### src/rtl/adpcm_decoder.sv
// IMA-ADPCM decoder: takes one 4-bit code per input handshake and produces one
// 16-bit signed PCM sample per output handshake.
//
// Ports:
//   clk_i          system clock, all logic on the rising edge
//   rst_i          synchronous active-high reset
//   block_enable_i 0 holds the decoder idle and reloads the initial predictor/index
//   in_valid_i     in_code_i is valid
//   in_code_i      ADPCM code, [3] sign, [2:0] magnitude
//   in_ready_o     decoder accepts a code this cycle (IDLE only)
//   out_valid_o    out_pcm_o is valid; held until out_ready_i
//   out_pcm_o      decoded signed PCM sample
//   out_ready_i    downstream accepts out_pcm_o
module adpcm_decoder #(
  parameter logic signed [15:0] INIT_PREDICTOR = 16'sd0,
  parameter int unsigned        INIT_INDEX     = 0
) (
  input  logic        clk_i,
  input  logic        rst_i,
  input  logic        block_enable_i,
  input  logic        in_valid_i,
  input  logic [3:0]  in_code_i,
  output logic        in_ready_o,
  output logic        out_valid_o,
  output logic [15:0] out_pcm_o,
  input  logic        out_ready_i
);

  typedef enum logic [1:0] {StIdle, StCalc, StUpd, StOut} state_e;

  localparam int unsigned StepTab [89] = '{
    7, 8, 9, 10, 11, 12, 13, 14, 16, 17, 19, 21, 23, 25, 28, 31, 34, 37, 41, 45,
    50, 55, 60, 66, 73, 80, 88, 97, 107, 118, 130, 143, 157, 173, 190, 209, 230,
    253, 279, 307, 337, 371, 408, 449, 494, 544, 598, 658, 724, 796, 876, 963,
    1060, 1166, 1282, 1411, 1552, 1707, 1878, 2066, 2272, 2499, 2749, 3024, 3327,
    3660, 4026, 4428, 4871, 5358, 5894, 6484, 7132, 7845, 8630, 9493, 10442, 11487,
    12635, 13899, 15289, 16818, 18500, 20350, 22385, 24623, 27086, 29794, 32767
  };

  state_e             state_q, state_d;
  logic [3:0]         code_q, code_d;
  logic [16:0]        diff_q, diff_d;
  logic signed [15:0] pred_q, pred_d;
  logic [6:0]         index_q, index_d;
  logic               out_valid_q, out_valid_d;
  logic [15:0]        out_pcm_q, out_pcm_d;

  logic [16:0]        step;
  logic [16:0]        diff_calc;
  logic signed [17:0] pred_ext, diff_ext, sum;
  logic signed [15:0] pcm_sat;
  logic signed [7:0]  idx_adj, idx_sum;
  logic [6:0]         idx_clamped;

  // Magnitude to difference, using the shifted partial sums of the step size.
  always_comb begin
    step      = 17'(StepTab[index_q]);
    diff_calc = (step >> 3)
              + (code_q[2] ? step        : 17'd0)
              + (code_q[1] ? (step >> 1) : 17'd0)
              + (code_q[0] ? (step >> 2) : 17'd0);
  end

  // 18 bits holds predictor +/- the largest difference without overflow.
  always_comb begin
    pred_ext = {{2{pred_q[15]}}, pred_q};
    diff_ext = {1'b0, diff_q};
    sum      = code_q[3] ? (pred_ext - diff_ext) : (pred_ext + diff_ext);
    if (sum > 18'sd32767) begin
      pcm_sat = 16'sh7fff;
    end else if (sum < -18'sd32768) begin
      pcm_sat = 16'sh8000;
    end else begin
      pcm_sat = sum[15:0];
    end
  end

  always_comb begin
    case (code_q[2:0])
      3'd4:    idx_adj = 8'sd2;
      3'd5:    idx_adj = 8'sd4;
      3'd6:    idx_adj = 8'sd6;
      3'd7:    idx_adj = 8'sd8;
      default: idx_adj = -8'sd1;
    endcase
    idx_sum = $signed({1'b0, index_q}) + idx_adj;
    if (idx_sum < 8'sd0) begin
      idx_clamped = 7'd0;
    end else if (idx_sum > 8'sd88) begin
      idx_clamped = 7'd88;
    end else begin
      idx_clamped = idx_sum[6:0];
    end
  end

  always_comb begin
    state_d     = state_q;
    code_d      = code_q;
    diff_d      = diff_q;
    pred_d      = pred_q;
    index_d     = index_q;
    out_valid_d = out_valid_q;
    out_pcm_d   = out_pcm_q;
    case (state_q)
      StIdle: begin
        if (in_valid_i) begin
          code_d  = in_code_i;
          state_d = StCalc;
        end
      end
      StCalc: begin
        diff_d  = diff_calc;
        state_d = StUpd;
      end
      StUpd: begin
        pred_d      = pcm_sat;
        out_pcm_d   = pcm_sat;
        index_d     = idx_clamped;
        out_valid_d = 1'b1;
        state_d     = StOut;
      end
      StOut: begin
        if (out_ready_i) begin
          out_valid_d = 1'b0;
          state_d     = StIdle;
        end
      end
      default: state_d = StIdle;
    endcase
  end

  // Disable behaves like reset and wins over any handshake in progress.
  always_ff @(posedge clk_i) begin
    if (rst_i || !block_enable_i) begin
      state_q     <= StIdle;
      code_q      <= 4'd0;
      diff_q      <= 17'd0;
      pred_q      <= INIT_PREDICTOR;
      index_q     <= 7'(INIT_INDEX);
      out_valid_q <= 1'b0;
      out_pcm_q   <= 16'd0;
    end else begin
      state_q     <= state_d;
      code_q      <= code_d;
      diff_q      <= diff_d;
      pred_q      <= pred_d;
      index_q     <= index_d;
      out_valid_q <= out_valid_d;
      out_pcm_q   <= out_pcm_d;
    end
  end

  assign in_ready_o  = (state_q == StIdle) && block_enable_i && !rst_i;
  assign out_valid_o = out_valid_q;
  assign out_pcm_o   = out_pcm_q;

endmodule
### config.mk
export PLATFORM = sky130hd
export DESIGN_NAME = adpcm_decoder
export DESIGN_NICKNAME = d
export VERILOG_FILES = /design/src/rtl/adpcm_decoder.sv
export SDC_FILE = /design/constraint.sdc
export NUM_CORES = 1
export LEC_CHECK = 0
export ABC_AREA = 1
export BUFFER_PORTS_ARGS = -buffer_cell sky130_fd_sc_hd__buf_2
export CORE_MARGIN = 1.5
export CORE_UTILIZATION = 50
export CTS_BUF_LIST = sky130_fd_sc_hd__clkbuf_16
export DETAILED_ROUTE_END_ITERATION = 6
export GPL_TIMING_DRIVEN = 0
export PLACE_DENSITY_LB_ADDON = 0.08
export SLEW_MARGIN = 0
export SYNTH_ARGS = -nofsm -noshare
export SYNTH_HDL_FRONTEND = slang
export SYNTH_SLANG_ARGS = --single-unit
### constraint.sdc
create_clock -name clk_i -period 14.7 [get_ports clk_i]
set_clock_uncertainty 0.2 [all_clocks]
set_input_delay 2.94 -clock clk_i [delete_from_list [all_inputs] [get_ports clk_i]]
set_output_delay 2.94 -clock clk_i [all_outputs]
set_load 0.05 [all_outputs]
==> results of run 1 <==
[critical path: stages]
cell	delay, ps
buf_2	90
nor2_1	340
inv_1	200
clkbuf_1	350
nor2_1	170
buf_2	280
[kinds of logic after synthesis]
kind of cell	after synthesis	synth area share, %
buffers and inverters	199	12.7
DFF	47	14.6
xor gates and xnor gates	40	5.42
adders and majority gates	89	20.4
AOI/OAI and AO/OA	225	20.6
and+or+nand+nor	397	26.4
[metal layers]
| layer | track usage [%] | vias to the layer above | wire length, um |
|---|---|---|---|
| met5 | 0 | - | 0 |
| met4 | 9.96 | 0 | 547 |
| met3 | 3.74 | 52 | 1080 |
| met2 | 46.9 | 241 | 8130 |
| met1 | 38.0 | 2864 | 8470 |
| li1 | - | 3311 | - |
[registers in the layout, indices dropped and copies added, names as in the netlist]
name,cells
code_q,4
out_pcm_o,16
index_q,7
state_q,2
out_valid_o,1
diff_q,17
[worst max-delay path by stage]
stage,startpoint,endpoint,cells past startpoint
global placement,rst_i,in_ready_o,6
floorplan,block_enable_i,in_ready_o,5
global route,block_enable_i,in_ready_o,7
CTS,rst_i,in_ready_o,6
finish,rst_i,in_ready_o,6
detailed placement,rst_i,in_ready_o,6
[final cells by class]
cell class,count,area (um2),share of cell area (%)
clock inverter,3,38.8,0.556
tap,172,215,3.09
buffer,33,199,2.85
sequential,47,941,13.5
timing repair buffer,26,130,1.87
inverter,166,623,8.93
clock buffer,5,125,1.79
multi-input combinational,751,4700,67.4
[power groups by stage]
stage / combinational, mW / clock (mW) / sequential (mW)
after global routing: 0.212 / 0.136 / 0.134
after floorplan: 0.146 / 0 / 0.140
final: 0.187 / 0.132 / 0.134
after CTS: 0.187 / 0.134 / 0.134
after detailed placement: 0.186 / 0 / 0.137
after global placement: 0.186 / 0 / 0.137
[through the flow]
step           total power, mW  area, um2  instances
2_1_floorplan            0.286       6460        997
3_3_place_gp             0.323       6810       1195
3_5_place_dp             0.323       6810       1195
4_1_cts                  0.454       6970       1203
5_1_grt                  0.482       6970       1203
6_report                 0.452       6970       1203
[layout by cell type (no fill, tap or decap), types with 4 or more instances in the layout]
cell         n
buf_2       33
o2111ai_1    4
nand2_2     11
clkbuf_16    5
xor2_1      30
inv_2       13
o21ai_0     70
nand3b_1     5
ha_1        62
fa_1        27
nor3_1       6
a21oi_2     11
buf_6        4
nand2_1    213
o22ai_1      5
nor2_1      88
dfxtp_1     47
nor2_2       4
nand4_1      5
nand3_1     47
o21ai_1      4
xnor2_1     10
a21oi_1     84
o211ai_1     9
clkbuf_1    17
o221ai_1     5
o31ai_1      4
nand3_2      5
a31oi_1      8
inv_1      151
==> key figures, run 1 <==
Routing
  – DR vias/cell: between 5 and 6
  – Remaining DRCs: 0
  – DRT Wirelength: 18200 um
  – Initial DRC Count: 560
  – Routed len/inst: 15.2 um
  – Via count: 6468
  – ANT nets after route: 0
  – Drt pass-1 iters: 6

Global routing
  – Antenna violations before repair: 0
  – Total GRT Usage: 28.4%
  – Vias in the first global route: about 6300
  – First-pass GRT wire length: just over 30000 um
  – Grt total ovfl: 0
  – Largest net degree at the start of global routing: 15

Critical path
  – R2r endpoint: diff_q[13]
  – Reg2reg path depth: 28
  – Max FO, Critical Path: 10
  – Worst EP required: about 12000 ps
  – Critical path capture point type: output port
  – Arrival time worst endpoint: 4370 ps
  – Reg2reg start: index_q[1]
  – Reg-to-reg slack, setup: approximately 8900 ps
  – CP startpoint kind: primary input
  – Setup CP Type: in2out

Timing
  – Post-route worst setup slack: about 7200 ps
  – Hold Slack: 297 ps
  – Worst-Margin Slew: 750 ps
  – Hold Fails Final Rpt: 0
  – Final min period: 7510 ps
  – RSZ-0062 raised after global routing: false
  – Fin crit share: 51.1%
  – Final setup violation count: 0
  – Fmax: about 0.13 GHz
  – Slew margin rel.: 50.0%
  – Slew Limit Fails: 0
  – Setup TNS: 0 ps

Die
  – Initial Utilization: 51.2%
  – I/O pins: 27
  – Die W: 117 um
  – Core area: between 10000 and 15000 um2
  – Die Span Y: 117 um
  – Die ar.: about 14000 um2
  – # rows: 41

Power and ir drop
  – Internal: ~270 uW
  – Sw Pwr: 178 uW
  – Leakage: 3.58 nW
  – Logic pwr share: between 40 and 50%
  – Sequential power share: between 20% and 30%
  – Clock Power Share: about 29%
  – Pwr dens: about 65 nW/um2
  – Sw Share: 39.3%
  – Peak supply drop: 0.0406 mV

Synthesis
  – Netlist cell types: 53
  – Sequential area share after synthesis: 14.6%
  – Gate Count Post-Synth: around 1000
  – Most common cell in the netlist: nand2_1
  – Yosys reg bits: 47
  – Mapped cell area: 6460 um2
  – Mapped Nets: approximately 1100
  – Commonest cells in the netlist: nand2_1, inv_1, nor2_1, a21oi_1, o21ai_0
  – Synth top area cells: dfxtp_1, nand2_1, ha_1, inv_1, fa_1
  – Async SR Flop Fraction: 0%
  – Top_reg_cell synth: dfxtp_1
  – Synth Warn #: 0
  – Synthesized area per cell: 6.48 um2
  – Number of synthesized flops with an enable pin: 0
  – Share of the synthesized area in the top cell type: 14.6%
  – Largest area contributor in the netlist: dfxtp_1

Clock tree
  – Clock Pin Slew Worst Setup and Hold Paths: 70 ps
  – CTS H-tree depth: 2
  – Worst-Skew Late Latency: 290 ps
  – Setup Fix Bufs, Post-CTS: 0
  – Clock Sinks: 47
  – Num CTS Buffers: 5
  – Longest Clk Path Bufs: 2
  – Resize count post-CTS: 0
  – Hold buffers post-CTS: 0
  – CTS tree: done
  – CTS root buffer: clkbuf_16

Finish
  – Layout fillers: 1307
  – ANT cells: 0
  – Share of cells above drive strength 1: 9.70%
  – Finished Core Util: 55.3%
  – Area growth from synthesis to layout: 7.88%
  – Final layout net count: 1128

Place
  – Setup WS pre-CTS: 7180 ps
  – Detailed placement HPWL: 14900 um
  – # port buffers: 26
  – Gp weighted congestion: roughly 1.1

Hold path
  – Worst Hold Depth: 2
  – Tightest Hold Check Type: reg2reg
  – HP Start: out_pcm_o[0]
  – Hold Path End: out_pcm_o[0]

Run
  – Max-cap violations: 0

Outcome
  – Outcome: finished, final reports clean
Power figures use the tool's default switching activity.
==> inputs of run 2 (changes only) <==
--- a/config.mk
+++ b/config.mk
@@ -5,7 +5,7 @@
 export SDC_FILE = /design/constraint.sdc
 export NUM_CORES = 1
 export LEC_CHECK = 0
-export ABC_AREA = 1
+export ABC_AREA = 0
 export BUFFER_PORTS_ARGS = -buffer_cell sky130_fd_sc_hd__buf_2
 export CORE_MARGIN = 1.5
 export CORE_UTILIZATION = 50
==> constraint.sdc (replaced) <==
create_clock -name clk_i -period 7.7 [get_ports clk_i]
set_clock_uncertainty 0.2 [all_clocks]
set_input_delay 1.54 -clock clk_i [delete_from_list [all_inputs] [get_ports clk_i]]
set_output_delay 1.54 -clock clk_i [all_outputs]
set_load 0.05 [all_outputs]
==> key figures, run 2 <==
Critical path
  – CP startpoint: index_q[1]
  – CP startpoint kind: flop
  – Critical Path Max Stage Delay: about 640 ps
  – R2r endpoint: diff_q[14]
  – Capture point of the worst path: diff_q[14]
  – CP Cell Sequence: clkbuf_1 -> inv_1 -> ha_2 -> nand2b_1 -> o21ai_0 -> a21oi_1 -> a211oi_1 -> a311oi_1 -> a21oi_1 -> and2_1 -> fa_1 -> inv_1 -> fa_1 -> inv_1 -> ha_1 -> a211oi_1 -> o211a_1 -> o21ai_0 -> o41ai_1 -> o21ai_0 -> xor2_1 -> mux2i_1 -> nor2_1
  – Setup CP Type: reg2reg
  – Critical path capture point type: flop
  – Arrival time worst endpoint: 7210 ps
  – Worst EP required: 7680 ps
  – CP max-delay cell: ha_2
  – Reg-to-reg slack, setup: 470 ps
  – Reg2reg start: index_q[1]
  – Max FO, Critical Path: 11
  – Reg2reg path depth: 23

Outcome
  – Outcome: finished, final reports clean

Place
  – Detailed placement HPWL: 15900 um
  – Gp weighted congestion: 1.01
  – Placed inst area: 6760 um2
  – # port buffers: 26

Clock tree
  – Clock Pin Slew Worst Setup and Hold Paths: roughly 70 ps
  – CTS root buffer: clkbuf_16
  – Clock Sinks: 47
  – CTS tree: done
  – Num CTS Buffers: 5
  – Longest Clk Path Bufs: 2
  – Setup Fix Bufs, Post-CTS: 0
  – Worst-Skew Late Latency: 300 ps
  – CTS H-tree depth: 2

Power and ir drop
  – Pwr dens: ~99 nW/um2
  – Leakage: 2.84 nW
  – Peak supply drop: 0.0806 mV
  – Power, Total: 684 uW

Finish
  – Area of the multi-input gates: around 5000 um2
  – Final layout net count: 979
  – FF+latch area: 941 um2
  – Area growth from synthesis to layout: 8.00%
  – Share of cells above drive strength 1: 6.80%
  – Layout fillers: 1163
  – Most frequent cells in the layout: a21oi_1, nor2_1, nand2_1, inv_1, ha_1
  – Max reg flops: 17
  – Most common cell after layout, fill and taps aside: a21oi_1
  – ANT cells: 0
  – Final instance area: 6930 um2
  – Largest Register: diff_q

Routing
  – Drt pass-1 iters: 7
  – Via count: around 6400
  – Remaining DRCs: 0
  – Initial DRC Count: ~440
  – DR vias/cell: around 6.1
  – DRT Wirelength: about 20000 um
  – Routed len/inst: ~19 um
  – ANT nets after route: 0

Timing
  – Final min period: 7230 ps
  – Slew Limit Fails: 0
  – Fin crit share: 93.8%
  – Setup TNS: 0 ps
  – RSZ-0062 raised after global routing: false
  – Hold Fails Final Rpt: 0
  – Slew margin rel.: 41.8%
  – Worst-Margin Slew: between 800 and 900 ps
  – Final setup violation count: 0
  – Fmax: 0.138 GHz

Global routing
  – Largest net degree at the start of global routing: 16
  – Vias in the first global route: 6186
  – First-pass GRT wire length: 31000 um
  – Grt total ovfl: 0
  – Total GRT Usage: 30.0%
  – Antenna violations before repair: 0

Synthesis
  – Commonest cells in the netlist: a21oi_1, nor2_1, nand2_1, inv_1, ha_1
  – Yosys reg bits: 47
  – Sequential area share after synthesis: 14.7%
  – Synth Warn #: 0
  – Top_reg_cell synth: dfxtp_1
  – Largest area contributor in the netlist: dfxtp_1
  – Mapped cell area: around 6400 um2
  – Mapped Nets: 947
  – Number of synthesized flops with an enable pin: 0
  – Gate Count Post-Synth: 849
  – Netlist cell types: 78
  – Synth top area cells: dfxtp_1, ha_1, fa_1, a21oi_1, xnor2_1
  – Synthesized area per cell: 7.55 um2
  – Async SR Flop Fraction: 0%
  – Most common cell in the netlist: a21oi_1
  – Share of the synthesized area in the top cell type: between 10% and 20%

Die
  – Die ar.: 13500 um2
  – # rows: 41
  – Die Span Y: 116 um
  – Die W: 116 um
  – I/O pins: 27
  – Initial Utilization: 51.0%
  – Core area: between 10000 and 15000 um2

Hold path
  – Tightest Hold Check Type: reg2reg
  – Worst Hold Depth: 2

Run
  – Max-cap violations: 0
[run 2: report_power, final]
group | switching [mW] | leakage (nW) | internal, mW
sequential | 0.00206 | 0.379 | 0.246
clock | 0.100 | 0.0838 | 0.153
combinational | 0.108 | 2.38 | 0.0750
total | 0.210 | 2.84 | 0.474
[run 2: how the worst min path moves through the flow]
stage / slack (ps) / startpoint / end
2_1_floorplan: 270 / code_q[0] / code_q[0]
3_3_place_gp: 270 / out_valid_o / out_valid_o
3_5_place_dp: 290 / out_valid_o / out_valid_o
4_1_cts: 310 / out_valid_o / out_valid_o
5_1_grt: 340 / diff_q[5] / diff_q[5]
6_report: 300 / out_valid_o / out_valid_o
[run 2: cells by family (layout without fill, tap and decap cells)]
kind of cell	count (synthesis)	count (layout)	synth area share (%)
buf+inv	121	154	7.59
compound gates	256	256	26.7
mux	23	23	3.80
xor+xnor	45	45	6.26
fa+ha+maj	89	89	20.5
simple gates	268	268	20.5
flops	47	47	14.7
[run 2: stage by stage]
stage / util (%) / setup slack (ps) / hold WS (ps) / cells
after CTS: 55.1 / 366 / 308 / 1055
after global routing: 55.1 / 108 / 337 / 1054
after detailed placement: 53.8 / 371 / 289 / 1047
after floorplan: - / 1990 / 273 / 849
final: 55.1 / 475 / 303 / 1054
after global placement: 53.8 / 443 / 275 / 1047
[run 2: final cells by class]
cell class / count / area share, %
Inverter: 70 / 3.79
Clock buffer: 5 / 1.81
Multi-Input combinational cell: 681 / 72.0
Clock inverter: 3 / 0.632
Timing Repair Buffer: 26 / 1.88
Tap cell: 172 / 3.11
Buffer: 50 / 3.18
Sequential cell: 47 / 13.6
[run 2: routing by layer]
metal | GRT usage [%] | vias up | routed length [um]
met1 | 31.3 | 3003 | 7600
met3 | 4.15 | 75 | 985
li1 | - | 3071 | -
met2 | 55.5 | 244 | 10200
met4 | 20.9 | 0 | 1230
met5 | 0 | - | 0
[run 2: critical path: cells and delay by family (launching register included)]
| family | cells | cell delay [ps] |
|---|---|---|
| adders and majority gates | 4 | 2000 |
| and+or+nand+nor | 3 | 540 |
| DFF | 1 | 540 |
| AOI/OAI and AO/OA | 10 | 2450 |
| xor gates and xnor gates | 1 | 200 |
| muxes | 1 | 150 |
| buffers and inverters | 4 | 1020 |
[run 2: timing repair]
item / in CTS / in global routing
gates resized for setup: 0 / 1
hold buffers: 0 / 0
setup endpoints to repair: 0 / 3
==> inputs of run 3 (changes only) <==
--- a/config.mk
+++ b/config.mk
@@ -7,7 +7,6 @@
 export LEC_CHECK = 0
 export ABC_AREA = 0
 export BUFFER_PORTS_ARGS = -buffer_cell sky130_fd_sc_hd__buf_2
-export CORE_MARGIN = 1.5
 export CORE_UTILIZATION = 50
 export CTS_BUF_LIST = sky130_fd_sc_hd__clkbuf_16
 export DETAILED_ROUTE_END_ITERATION = 6
==> key figures, run 3 (synthesis gave the netlist of run 2 again) <==
Clock tree
  – Resize count post-CTS: 0
  – Setup Fix Bufs, Post-CTS: 0
  – Hold buffers post-CTS: 0
  – CTS root buffer: clkbuf_16
  – Clock Pin Slew Worst Setup and Hold Paths: 70 ps
  – Worst-Skew Late Latency: 290 ps
  – CTS H-tree depth: 2
  – Num CTS Buffers: 5
  – CTS tree: done
  – Longest Clk Path Bufs: 2
  – Clock Sinks: 47

Finish
  – Max reg flops: 17
  – Most common cell after layout, fill and taps aside: a21oi_1
  – Largest Register: diff_q
  – ANT cells: 0
  – Post-Layout Cell Count: about 1100
  – Most frequent cells in the layout: a21oi_1, nor2_1, nand2_1, inv_1, ha_1
  – Area growth from synthesis to layout: 7.96%
  – Final layout net count: 979
  – Share of cells above drive strength 1: 6.80%

Timing
  – Hold Fails Final Rpt: 0
  – Slew margin rel.: a little under two fifths
  – Worst-Margin Slew: 929 ps
  – Final setup violation count: 0
  – RSZ-0062 raised after global routing: false
  – Slew Limit Fails: 0
  – Fmax: 0.144 GHz
  – Setup TNS: 0 ps
  – Fin crit share: 90.3%
  – Final min period: 6950 ps

Hold path
  – HP Start: out_valid_o
  – Worst Hold Depth: 2
  – Tightest Hold Check Type: reg2reg
  – Hold Path End: out_valid_o

Routing
  – Routed len/inst: a little under 20 um
  – Remaining DRCs: 3
  – Drt pass-1 iters: 7
  – DR vias/cell: between 6 and 7
  – Via count: 6476
  – ANT nets after route: 0
  – DRT Wirelength: 20900 um
  – Initial DRC Count: 368

Power and ir drop
  – Internal: 472 uW
  – Peak supply drop: around 0.075 mV
  – Clock Power Share: a little over a third
  – Sw Pwr: a little over 200 uW
  – Logic pwr share: between 20 and 30%
  – Leakage: around 2.8 nW
  – Sw Share: roughly 30%
  – Pwr dens: 97.4 nW/um2
  – Sequential power share: a little under two fifths

Global routing
  – Antenna violations before repair: 0
  – First-pass GRT wire length: 32900 um
  – Largest net degree at the start of global routing: 15
  – Total GRT Usage: 32.1%
  – Grt total ovfl: 0
  – Vias in the first global route: 6417

Place
  – # port buffers: 26
  – Gp weighted congestion: 0.979
  – Placed cell count: about 1000
  – Detailed placement HPWL: 16500 um

Critical path
  – CP startpoint kind: flop
  – R2r endpoint: diff_q[15]
  – Reg2reg path depth: 26
  – Worst EP required: 7710 ps
  – Critical path capture point type: flop
  – Reg-to-reg slack, setup: ~750 ps
  – Arrival time worst endpoint: 6960 ps
  – Max FO, Critical Path: 11
  – Critical Path Max Stage Delay: 510 ps
  – Reg2reg start: index_q[1]
  – CP max-delay cell: nor3b_1
  – Setup CP Type: reg2reg

Die
  – Die Span Y: 115 um
  – Core area: 12600 um2
  – Initial Utilization: 51.0%
  – # rows: 41
  – I/O pins: 27
  – Die W: 115 um
  – Die ar.: between 10000 and 15000 um2

Outcome
  – Outcome: finished with violations
  – Failing checks: DRC

Run
  – Max-cap violations: 0
-- run 3: how the worst max path moves through the flow --
stage,from,endpoint,slack (ps),cells past startpoint
after floorplan,index_q[1],diff_q[14],1990,24
after global placement,index_q[1],diff_q[14],500,24
after CTS,index_q[1],diff_q[16],470,23
after detailed placement,index_q[1],diff_q[16],460,23
final,index_q[1],diff_q[15],750,26
after global routing,index_q[1],diff_q[15],250,26
-- run 3: through the flow --
stage | hold WS, ps | power, mW | instance area, um2 | setup WS [ps] | utilization [%]
after floorplan | 273 | 0.395 | 6410 | 1990 | -
after global placement | 277 | 0.427 | 6760 | 497 | 53.8
after detailed placement | 299 | 0.433 | 6760 | 458 | 53.8
after CTS | 314 | 0.673 | 6920 | 471 | 55.1
after global routing | 340 | 0.701 | 6920 | 252 | 55.1
final | 309 | 0.674 | 6920 | 748 | 55.1
-- run 3: area by class of cell --
type	count	area, um2
Buffer	50	221
Tap cell	172	215
Clock inverter	3	38.8
Timing Repair Buffer	26	130
Sequential cell	47	941
Inverter	70	267
Fill cell	1193	5640
Multi-Input combinational cell	681	4990
Clock buffer	5	125
-- run 3: critical path: cells and delay by family (launching register included) --
family	cells	cell delay, ps
buffers and inverters	6	1260
AND/OR/NAND/NOR	4	850
adder cells (fa/ha/maj)	5	1790
XOR/XNOR	1	110
flip-flops	1	430
AO/OA/AOI/OAI	10	2210
-- run 3: routing by layer --
metal | up-vias | share of wire [%] | global-route usage, %
met5 | - | 0 | 0
met4 | 0 | 4.8 | 17.6
met3 | 70 | 5.0 | 3.43
met2 | 249 | 54 | 62.6
met1 | 3089 | 37 | 33.5
li1 | 3068 | - | -
-- run 3: power by group through the flow --
stage | Clock [mW] | Sequential, mW | Combinational [mW]
6_report | 0.244 | 0.248 | 0.183
3_3_place_gp | 0 | 0.253 | 0.174
3_5_place_dp | 0 | 0.253 | 0.180
2_1_floorplan | 0 | 0.257 | 0.138
4_1_cts | 0.245 | 0.248 | 0.180
5_1_grt | 0.255 | 0.248 | 0.198
